### src/rtl/emergency_preempt.sv
// Emergency-vehicle detector conditioner: sync + debounce + one-pulse + cooldown (PREEMPT_REPEAT_EN re-fires while held).
// Latency SYNC_STAGES+DEBOUNCE_CYCLES edges from sensor, 1 edge from manual_req; no backpressure, outputs registered.
module emergency_preempt #(
  parameter int SYNC_STAGES     = 2,
  parameter int DEBOUNCE_CYCLES = 4,
  parameter int COOLDOWN_CYCLES = 36,
  parameter int REPEAT_CYCLES   = 18
) (
  input  logic       clk,
  input  logic       rst_n,
  input  logic       sensor_raw,
  input  logic       manual_req,
  output logic       emergency,
  output logic       busy,
  output logic [7:0] preempt_count
);

  typedef enum logic [2:0] {IDLE, QUALIFY, FIRE, HOLD, COOLDOWN} state_t;

  localparam logic [7:0] DEB_LAST  = 8'(DEBOUNCE_CYCLES - 1);
  localparam logic [7:0] COOL_LOAD = 8'(COOLDOWN_CYCLES);
  localparam logic [7:0] REP_LAST  = 8'(REPEAT_CYCLES - 1);
  localparam bit         DEB_ONE   = (DEBOUNCE_CYCLES == 1);
  localparam bit         COOL_NONE = (COOLDOWN_CYCLES == 0);

  state_t                 state, state_nxt;
  logic [7:0]             counter, counter_nxt;
  logic [SYNC_STAGES-1:0] sync_q;
  logic                   sensor_sync;

  always_ff @(posedge clk or negedge rst_n) begin
    if (!rst_n) begin
      sync_q <= '0;
    end else begin
      sync_q <= {sync_q[SYNC_STAGES-2:0], sensor_raw};
    end
  end

  assign sensor_sync = sync_q[SYNC_STAGES-1];

`ifndef PREEMPT_REPEAT_EN
  logic unused_rep;
  assign unused_rep = ^REP_LAST;
`endif

  always_comb begin
    state_nxt   = state;
    counter_nxt = counter;
    case (state)
      IDLE: begin
        if (manual_req) begin
          state_nxt   = FIRE;
          counter_nxt = 8'd0;
        end else if (sensor_sync) begin
          if (DEB_ONE) begin
            state_nxt   = FIRE;
            counter_nxt = 8'd0;
          end else begin
            state_nxt   = QUALIFY;
            counter_nxt = 8'd1;
          end
        end
      end
      QUALIFY: begin
        if (manual_req) begin
          state_nxt   = FIRE;
          counter_nxt = 8'd0;
        end else if (!sensor_sync) begin
          state_nxt   = IDLE;
          counter_nxt = 8'd0;
        end else if (counter == DEB_LAST) begin
          state_nxt   = FIRE;
          counter_nxt = 8'd0;
        end else begin
          counter_nxt = counter + 8'd1;
        end
      end
      FIRE: begin
        state_nxt   = HOLD;
        counter_nxt = 8'd0;
      end
      HOLD: begin
        // manual_req is deliberately not looked at while the vehicle is still present
        if (!sensor_sync) begin
          if (COOL_NONE) begin
            state_nxt   = IDLE;
            counter_nxt = 8'd0;
          end else begin
            state_nxt   = COOLDOWN;
            counter_nxt = COOL_LOAD;
          end
        end
`ifdef PREEMPT_REPEAT_EN
        else if (counter == REP_LAST) begin
          state_nxt   = FIRE;
          counter_nxt = 8'd0;
        end else begin
          counter_nxt = counter + 8'd1;
        end
`endif
      end
      COOLDOWN: begin
        if (counter == 8'd1) begin
          state_nxt   = IDLE;
          counter_nxt = 8'd0;
        end else begin
          counter_nxt = counter - 8'd1;
        end
      end
      default: begin
        state_nxt   = IDLE;
        counter_nxt = 8'd0;
      end
    endcase
  end

  // FIRE always exits to HOLD, so emergency can never be high on two adjacent cycles
  always_ff @(posedge clk or negedge rst_n) begin
    if (!rst_n) begin
      state         <= IDLE;
      counter       <= 8'd0;
      emergency     <= 1'b0;
      busy          <= 1'b0;
      preempt_count <= 8'd0;
    end else begin
      state     <= state_nxt;
      counter   <= counter_nxt;
      emergency <= (state_nxt == FIRE);
      busy      <= (state_nxt != IDLE);
      if (state_nxt == FIRE && preempt_count != 8'hFF) begin
        preempt_count <= preempt_count + 8'd1;
      end
    end
  end

endmodule
### config.mk
export PLATFORM = sky130hd
export DESIGN_NAME = emergency_preempt
export DESIGN_NICKNAME = d
export VERILOG_FILES = /design/src/rtl/emergency_preempt.sv
export SDC_FILE = /design/constraint.sdc
export NUM_CORES = 1
export LEC_CHECK = 0
export CAP_MARGIN = 20
export CELL_PAD_IN_SITES_DETAIL_PLACEMENT = 1
export CELL_PAD_IN_SITES_GLOBAL_PLACEMENT = 1
export CORE_ASPECT_RATIO = 2
export CORE_UTILIZATION = 30
export CTS_CLUSTER_DIAMETER = 30
export DETAILED_ROUTE_END_ITERATION = 10
export GPL_TIMING_DRIVEN = 0
export PLACE_DENSITY_LB_ADDON = 0.1
export SYNTH_ARGS = -nofsm -noshare
export SYNTH_HDL_FRONTEND = slang
export SYNTH_SLANG_ARGS = --single-unit
### constraint.sdc
create_clock -name clk -period 2.6 [get_ports clk]
set_input_delay 0.39 -clock clk [delete_from_list [all_inputs] [get_ports clk]]
set_output_delay 0.39 -clock clk [all_outputs]
set_load 0.05 [all_outputs]
==> impl_metrics.py, run 1 <==
metrics = {
    "critical_path": {
        "cpPeakStageDelay_ns": 0.57,
        "cp.buffers_inverters": 1,
        "required_ns": 2.74,
        "critPathArrivalTime_ns": 2.35,
        "critPathTopFamily": "compound AO/OA/AOI/OAI gates",
        "worstSetupPathType": "reg -> reg",
        "startpoint_type": "flop",
        "reg2reg_slack_ns": 0.39,
        "cp_max_fo": 10,
        "cp_cell_sequence": "ha_1 -> nor4b_4 -> a211oi_1 -> buf_2 -> a221oi_1 -> a31oi_1",
        "cp-end-kind": "flop",
        "slowest_stage": "dfrtp_1",
    },
    "synth": {
        "synth.distinct_cells": 47,
        "synth_area_sq_mm": 0.00151,
        "synth_edf_count": 0,
        "yosysWarningCount": 0,
        "syn-num-nets": 162,
        "seq_area_frac_synth_pct": 38.1,
        "synthFlopType": "dfrtp_1",
        "synth_largest_area_cell": "dfrtp_1",
        "avgSynthCellArea_sq_um": 9.80,
        "syn-instance-count": 154,
        "ys_async_sr_fraction_pct": 100,
        "ys_ff_latch": 23,
        "yosysTopAreaCellShare_pct": 38.1,
        "synth_area_leaders": "dfrtp_1, a211oi_1, ha_1",
    },
    "drt": {
        "drt-total-wl_microns": 4320,
        "drcViolationCount": 0,
        "drtIter0Drc": 14,
        "wl_per_cell_microns": 18.9,
        "detail_route.vias_per_cell": 5.68,
        "antenna_left": 0,
        "num_vias": 1296,
        "dr.pass1.iters": 4,
    },
    "floorplan": {
        "die_h_microns": 102,
        "dieArea_sq_mm": 0.00533,
        "placementRows": 36,
        "top_level_ports": 14,
        "fp.dieW_microns": 52.2,
        "start_util_pct": 31.0,
        "core_area_sq_mm": 0.00486,
    },
    "cts": {
        "cts_tree": "yes",
        "cts_num_sinks": 23,
        "clockBufferDepth": 2,
        "root_buffer": "clkbuf_8",
        "cts_made_buffers": 3,
        "clk_latency_ns": 0.27,
        "cts_setup_buffers": 0,
        "htreeDepth": 1,
        "cts-resized-gates": 0,
        "clk_pin_slew_ns": 0.09,
        "cts.hold.buffers_added": 0,
    },
    "cells_and_area": {
        "antennaDiodeCount": 0,
        "multiInputGateArea_sq_um": 862,
        "final_nets": 180,
        "register_area_sq_um": 576,
        "final_core_util_pct": 36.2,
        "fillers": 574,
        "layout-drive-gt1-share_pct": 13.5,
        "area_growth_syn_to_layout_pct": 16.7,
    },
    "power_and_ir_drop": {
        "p_per_area_mw_per_mm2": 1220,
        "p_leak_nw": 0.708,
        "power_mw": 2.16,
        "peakVddDrop_uv": 805,
    },
    "sta": {
        "maxSlewHeadroom_pct": 62.8,
        "rsz0062_at_grt": "false",
        "skew_ns": 0.00531,
        "tightestPinTransition_ns": 0.556,
        "hold_viol_final": 0,
        "finalSetupViolCount": 0,
        "period_needed_ns": 2.21,
        "finalCritPeriodShare_pct": 85.2,
        "slew_viol_final": 0,
        "fmax_mhz": 452,
        "finalSetupTns_ns": 0,
    },
    "place": {
        "dpl.hpwl_microns": 3460,
        "portBuffers": 12,
        "place_congestion": 0.828,
    },
    "outcome": {
        "outcome": "finished clean",
    },
    "global_routing": {
        "grtUsageTotal_pct": 18.5,
        "grt_pass1_wl_microns": 7160,
        "antenna_found_initial": 0,
        "grt_overflow": 0,
        "grt_max_degree": 15,
        "grt_pass1_vias": 1404,
    },
    "min_path": {
        "hold_class": "reg -> reg",
    },
    "run": {
        "drv_cap": 0,
    },
}
## cells in the mapped netlist, drive strengths merged (4+ instances only)
cell type  count
dfrtp         23
nand2          9
nor2           9
a21oi          8
nor3           8
a211oi         7
a31oi          7
buf            7
nand2b         7
a221oi         5
inv            5
nand3          5
xor2           5
and3           4
clkbuf         4
ha             4
o21ai          4
## through the flow
| step | hold WS, ns | std cells | cell area (sq um) | setup slack, ns |
|---|---|---|---|---|
| floorplan | 0.0944 | 154 | 1510 | 0.579 |
| global placement | 0.337 | 223 | 1700 | 0.441 |
| detailed placement | 0.337 | 224 | 1720 | 0.380 |
| CTS | 0.359 | 228 | 1760 | 0.370 |
| global route | 0.361 | 228 | 1760 | 0.206 |
| finish | 0.355 | 228 | 1760 | 0.386 |
## sequential cells by signal, summed over array words and instances, names as in the netlist
name / count
busy: 1
state: 3
sync_q: 2
counter: 8
emergency: 1
preempt_count: 8
## layout make-up
cell class              instances  area share (%)
well taps                      57            4.05
clock inverters                 1           0.284
inverters                       5            1.07
clock buffers                   3            2.34
multi-input cells             115            48.9
repair buffers                 13            7.67
flip-flops and latches         23            32.7
plain buffers                  11            2.98
## where the power goes
group          internal [mW]  switching (mW)  leakage [nW]  total (mW)
registers              0.490           0.161         0.291       0.651
clock network          0.107           0.126        0.0255       0.233
logic                  0.461           0.810         0.392        1.27
## layout by cell type, fill, tap and decap left out, types with 4 or more instances in the layout
master / Yosys / routed
clkbuf_1: 4 / 4
buf_2: 6 / 6
dfrtp_1: 23 / 23
a221oi_1: 5 / 5
a211oi_1: 7 / 7
nor3_1: 7 / 7
a21oi_1: 7 / 7
ha_1: 4 / 4
nand2_1: 9 / 9
clkdlybuf4s50_1: 0 / 12
inv_1: 5 / 5
a31oi_1: 7 / 7
nand3_1: 4 / 4
and3_1: 4 / 4
xor2_1: 5 / 5
nand2b_1: 7 / 7
nor2_1: 8 / 8
## per-layer routing
metal  track usage [%]  up-vias  share of wire [%]
met5                 0        -                  0
met4              8.10        0                4.3
met3              2.23       11                2.0
met2              36.2       25                 59
met1              18.4      644                 35
li1                  -      616                  -
## cell families after synthesis
logic type / share of synthesized area, %
DFF: 38.1
buffers and inverters: 4.73
and+or+nand+nor: 25.5
AOI/OAI and AO/OA: 23.3
adders and majority gates: 3.32
xor gates and xnor gates: 2.90
muxes: 2.16
## worst register-to-register path, delay by kind of cell (launching register included)
| family | cells | cell delay, ns |
|---|---|---|
| buffers and inverters | 1 | 0.24 |
| and+or+nand+nor | 1 | 0.39 |
| AOI/OAI and AO/OA | 3 | 0.59 |
| DFF | 1 | 0.57 |
| adders and majority gates | 1 | 0.31 |
## final timing paths
kind	startpoint	endpoint	depth (start not counted)
min in group asynchronous	rst_n	counter[3]	1
max in group asynchronous	rst_n	busy	2
setup reg to reg	counter[0]	counter[6]	6
hold reg to reg	sync_q[0]	sync_q[1]	0
hold / removal	sync_q[0]	sync_q[1]	0
setup / recovery	counter[0]	counter[6]	6
Power figures use the tool's default switching activity.
==> inputs of run 2 (changes only) <==
--- a/config.mk
+++ b/config.mk
@@ -14,6 +14,7 @@
 export DETAILED_ROUTE_END_ITERATION = 10
 export GPL_TIMING_DRIVEN = 0
 export PLACE_DENSITY_LB_ADDON = 0.1
+export REMOVE_ABC_BUFFERS = 1
 export SYNTH_ARGS = -nofsm -noshare
 export SYNTH_HDL_FRONTEND = slang
 export SYNTH_SLANG_ARGS = --single-unit
==> run 2 against run 1 <==
Net effect: via count is 4.2% lower; design area is 1.3% lower; fmax is 5.2% lower; non-clock buffer count is 9 lower; critical path depth stayed put.
==> impl_metrics.py, run 2 (synthesis gave the netlist of run 1 again) <==
metrics = {
    "global_routing": {
        "met2_usage_pct": 34.8,
        "grtUsageTotal_pct": 18.4,
        "grt_max_degree": 15,
        "grt_pass1_wl_microns": 7130,
        "grt_pass1_vias": 1420,
        "antenna_found_initial": 0,
        "grt_use_met3_pct": 2.08,
        "grt_overflow": 0,
        "use_met1_pct": 18.9,
        "busiest_layer": "met2",
    },
    "cts": {
        "htreeDepth": 1,
        "clk_latency_ns": 0.27,
        "cts.hold.buffers_added": 0,
        "cts_made_buffers": 3,
        "cts_tree": "yes",
        "cts_setup_buffers": 0,
        "clk_pin_slew_ns": 0.09,
        "root_buffer": "clkbuf_8",
        "clockBufferDepth": 2,
        "cts-resized-gates": 0,
        "cts_num_sinks": 23,
    },
    "sta": {
        "fmax_mhz": 428,
        "skew_ns": 0.00329,
        "finalCritPeriodShare_pct": 89.9,
        "slew_viol_final": 0,
        "hold_viol_final": 0,
        "finalSetupViolCount": 0,
        "setup_slack_ns": 0.264,
        "maxSlewHeadroom_pct": 45.6,
        "period_needed_ns": 2.34,
        "rsz0062_at_grt": "false",
        "hold_ws_ns": 0.362,
        "tightestPinTransition_ns": 0.811,
    },
    "power_and_ir_drop": {
        "p_leak_nw": 0.684,
        "clkPwrFrac_pct": 11.0,
        "pwr-share-comb_pct": 52.6,
        "p_seq_share_pct": 36.4,
        "p_per_area_mw_per_mm2": 1220,
        "internal_power_mw": 1.03,
        "peakVddDrop_uv": 624,
        "p_sw_mw": 1.09,
        "swShare_pct": 51.3,
    },
    "cells_and_area": {
        "final_common_cell": "dfrtp_1",
        "final_nets": 171,
        "top_regs": "counter (8), preempt_count (8), state (3)",
        "layout-drive-gt1-share_pct": 10.5,
        "final_cell_count_no_fill": 219,
        "final_area_sq_mm": 0.00174,
        "area_growth_syn_to_layout_pct": 15.3,
        "layout_common_cells": "dfrtp_1, clkdlybuf4s50_1, nand2_1, nor2_1",
        "antennaDiodeCount": 0,
    },
    "drt": {
        "drcViolationCount": 0,
        "num_vias": 1242,
        "drt-total-wl_microns": 4160,
        "dr.pass1.iters": 4,
        "antenna_left": 0,
        "wl_per_cell_microns": 19.0,
        "detail_route.vias_per_cell": 5.67,
        "drtIter0Drc": 16,
    },
    "place": {
        "place_congestion": 0.771,
        "portBuffers": 13,
        "dpl.hpwl_microns": 3310,
        "dp.cells": 215,
        "dpl_cell_area_sq_mm": 0.00169,
        "dp_worst_setup_slack_ns": 0.224,
    },
    "floorplan": {
        "start_util_pct": 31.0,
        "core_area_sq_mm": 0.00486,
        "dieArea_sq_mm": 0.00533,
        "top_level_ports": 14,
        "placementRows": 36,
        "fp.dieW_microns": 52.2,
        "die_h_microns": 102,
    },
    "run": {
        "drv_cap": 0,
    },
    "critical_path": {
        "cp-end-kind": "flop",
        "worstSetupPathType": "reg -> reg",
        "cp_max_fo": 10,
        "required_ns": 2.79,
        "startpoint_type": "flop",
        "critPathArrivalTime_ns": 2.52,
    },
    "outcome": {
        "outcome": "finished clean",
    },
    "min_path": {
        "hold_class": "reg -> reg",
    },
}
==> run 2: changes by cell type in the layout (fill, tap and decap cells not counted), sizes merged <==
cell	change
buf	-6
clkbuf	-4
clkdlybuf4s50	+1
==> run 2: worst paths after layout <==
path                                  from    endpoint  cells past startpoint  slack, ns
worst min-delay path             sync_q[0]   sync_q[1]                      0       0.36
worst max-delay path            counter[0]  counter[0]                      6       0.26
worst max register to register  counter[0]  counter[0]                      6       0.26
max in group asynchronous            rst_n    state[1]                      2       1.65
min in group asynchronous            rst_n  counter[1]                      1       0.47
worst min register to register   sync_q[0]   sync_q[1]                      0       0.36
==> run 2: layer usage <==
| metal | routed length [microns] | vias up |
|---|---|---|
| li1 | - | 597 |
| met1 | 1560 | 615 |
| met2 | 2380 | 20 |
| met3 | 60 | 10 |
| met4 | 153 | 0 |
| met5 | 0 | - |
==> run 2: stage by stage <==
| stage | power, mW | TNS [ns] | utilization, % |
|---|---|---|---|
| after floorplan | 1.51 | 0 | - |
| after global placement | 1.87 | -0.442 | 34.1 |
| after detailed placement | 1.91 | 0 | 34.8 |
| after CTS | 2.16 | 0 | 35.8 |
| after global routing | 2.29 | 0 | 35.8 |
| final | 2.12 | 0 | 35.8 |
==> run 2: power groups by stage <==
stage / combinational (mW) / clock (mW) / sequential (mW)
after floorplan: 0.572 / 0 / 0.935
after global placement: 1.10 / 0 / 0.769
after detailed placement: 1.13 / 0 / 0.779
after CTS: 1.14 / 0.241 / 0.773
after global routing: 1.23 / 0.257 / 0.804
final: 1.12 / 0.234 / 0.772
==> run 2: worst max-delay path: stages (launching register included) <==
cell and delay (ns):
dfrtp_1 0.52, ha_1 0.31, nor4b_4 0.16, a211oi_1 0.73
buf_4 0.27, nor2_1 0.06, o221ai_1 0.19
==> run 2: layout make-up <==
cell class                 instances  area [sq um]
fill                             577          3130
multi-input combinational        115           862
sequential                        23           576
timing repair buffer              15           165
tap                               57          71.3
clock buffer                       3          41.3
inverter                           5          18.8
clock inverter                     1          5.00
==> inputs of run 3 (changes only) <==
--- a/config.mk
+++ b/config.mk
@@ -9,12 +9,11 @@
 export CELL_PAD_IN_SITES_DETAIL_PLACEMENT = 1
 export CELL_PAD_IN_SITES_GLOBAL_PLACEMENT = 1
 export CORE_ASPECT_RATIO = 2
-export CORE_UTILIZATION = 30
+export CORE_UTILIZATION = 44
 export CTS_CLUSTER_DIAMETER = 30
 export DETAILED_ROUTE_END_ITERATION = 10
 export GPL_TIMING_DRIVEN = 0
 export PLACE_DENSITY_LB_ADDON = 0.1
-export REMOVE_ABC_BUFFERS = 1
 export SYNTH_ARGS = -nofsm -noshare
 export SYNTH_HDL_FRONTEND = slang
 export SYNTH_SLANG_ARGS = --single-unit
==> run 3 against run 2 <==
Net effect: sequential power down 16%; first-iteration DRC count up 25%; combinational power grew 14%; critical endpoint is now counter[3]; fmax is 9.2% higher; die area shrank 31%; critical path depth did not move; core utilization is 18 points higher; global-route usage up 7.0 points; hold slack got worse by 0.0068 ns; non-clock buffer count grew 9; wire length down 0.46%; register-to-register slack gained 0.20 ns.
==> impl_metrics.py, run 3 (synthesis gave the netlist of run 1 again) <==
metrics = {
    "sta": {
        "maxSlewHeadroom_pct": 62.9,
        "period_needed_ns": 2.14,
        "hold_viol_final": 0,
        "rsz0062_at_grt": "false",
        "skew_ns": 0.00256,
        "finalSetupTns_ns": 0,
        "finalCritPeriodShare_pct": 82.3,
        "tightestPinTransition_ns": 0.554,
        "slew_viol_final": 0,
        "fmax_mhz": 467,
        "finalSetupViolCount": 0,
    },
    "cts": {
        "cts_num_sinks": 23,
        "cts-resized-gates": 0,
        "clk_pin_slew_ns": 0.08,
        "clockBufferDepth": 2,
        "clk_latency_ns": 0.27,
        "root_buffer": "clkbuf_8",
        "cts_setup_buffers": 0,
        "cts_made_buffers": 3,
        "htreeDepth": 1,
        "cts_tree": "yes",
        "cts.hold.buffers_added": 0,
    },
    "drt": {
        "drcViolationCount": 0,
        "drt-total-wl_microns": 4140,
        "wl_per_cell_microns": 20.5,
        "antenna_left": 0,
        "dr.pass1.iters": 4,
        "num_vias": 1308,
        "drtIter0Drc": 20,
        "detail_route.vias_per_cell": 6.48,
    },
    "run": {
        "drv_cap": 0,
    },
    "cells_and_area": {
        "layout-drive-gt1-share_pct": 12.9,
        "fillers": 359,
        "final_area_sq_mm": 0.00174,
        "final_common_cell": "dfrtp_1",
        "final_cell_count_no_fill": 202,
        "antennaDiodeCount": 0,
        "multiInputGateArea_sq_um": 862,
        "layout_common_cells": "dfrtp_1, clkdlybuf4s50_1, nand2_1, nor2_1",
        "top_regs": "counter (8), preempt_count (8), state (3)",
        "final_nets": 180,
        "area_growth_syn_to_layout_pct": 15.3,
        "register_area_sq_um": 576,
    },
    "floorplan": {
        "die_h_microns": 84.8,
        "core_area_sq_mm": 0.00323,
        "dieArea_sq_mm": 0.00368,
        "fp.dieW_microns": 43.4,
        "top_level_ports": 14,
        "start_util_pct": 46.7,
        "placementRows": 29,
    },
    "critical_path": {
        "worstSetupStartpoint": "counter[0]",
        "cp_max_fo": 10,
        "required_ns": 2.75,
        "worstSetupPathType": "reg -> reg",
        "cp-end-kind": "flop",
        "reg2reg_slack_ns": 0.46,
        "startpoint_type": "flop",
        "critPathArrivalTime_ns": 2.29,
        "reg2reg_from": "counter[0]",
    },
    "global_routing": {
        "antenna_found_initial": 0,
        "grtUsageTotal_pct": 25.4,
        "grt_pass1_vias": 1460,
        "grt_overflow": 0,
        "grt_max_degree": 24,
        "grt_pass1_wl_microns": 6950,
    },
    "outcome": {
        "outcome": "finished clean",
    },
    "place": {
        "dpl.hpwl_microns": 3090,
        "dpl_cell_area_sq_mm": 0.00167,
        "portBuffers": 12,
        "place_congestion": 0.851,
        "dp.cells": 197,
    },
    "power_and_ir_drop": {
        "p_leak_nw": 0.711,
        "p_per_area_mw_per_mm2": 1240,
        "peakVddDrop_uv": 713,
    },
    "min_path": {
        "hp-start": "sync_q[0]",
        "hold_class": "reg -> reg",
    },
}
-- run 3: cell count changes in the layout (fill, tap and decap cells not counted) --
cell / change
buf_2: +6
clkbuf_1: +5
clkdlybuf4s50_1: -1
clkinv_2: -1
-- run 3: through the flow --
stage	worst slack (ns)	total power, mW	util [%]	hold WS [ns]
after global routing	0.295	2.30	53.9	0.364
final	0.461	2.16	53.9	0.355
after global placement	0.488	1.88	51.6	0.334
after floorplan	0.579	1.55	-	0.0944
after detailed placement	0.442	1.93	51.6	0.338
after CTS	0.427	2.17	53.0	0.358
-- run 3: path summary, 6_finish.rpt --
kind | end | depth (start not counted)
setup / recovery | counter[3] | 6
hold / removal | sync_q[1] | 0
setup reg to reg | counter[3] | 6
hold reg to reg | sync_q[1] | 0
max in group asynchronous | emergency | 2
min in group asynchronous | counter[1] | 1
-- run 3: area by class of cell --
class,count,area share [%]
multi-input cells,115,49.5
flip-flops and latches,23,33.1
repair buffers,13,8.48
plain buffers,11,3.02
clock buffers,4,2.59
well taps,31,2.23
inverters,5,1.08
-- run 3: power breakdown --
part	switching, mW	internal (mW)	leakage [nW]
Sequential	0.161	0.490	0.291
Clock	0.122	0.110	0.0228
Combinational	0.812	0.464	0.397
Total	1.09	1.06	0.711
-- run 3: worst max-delay path, cell delays in order (launching register included) --
cell	delay, ns
dfrtp_1	0.58
ha_1	0.30
nor4b_4	0.33
a211oi_1	0.15
buf_2	0.23
a221oi_1	0.31
a21oi_1	0.11
-- run 3: metal layers --
metal,global-route usage [%],share of wire (%),vias up
met5,0,0,-
met4,15.3,5.1,0
met3,2.77,1.8,15
met2,47.4,57,25
met1,25.1,36,651
li1,-,-,617
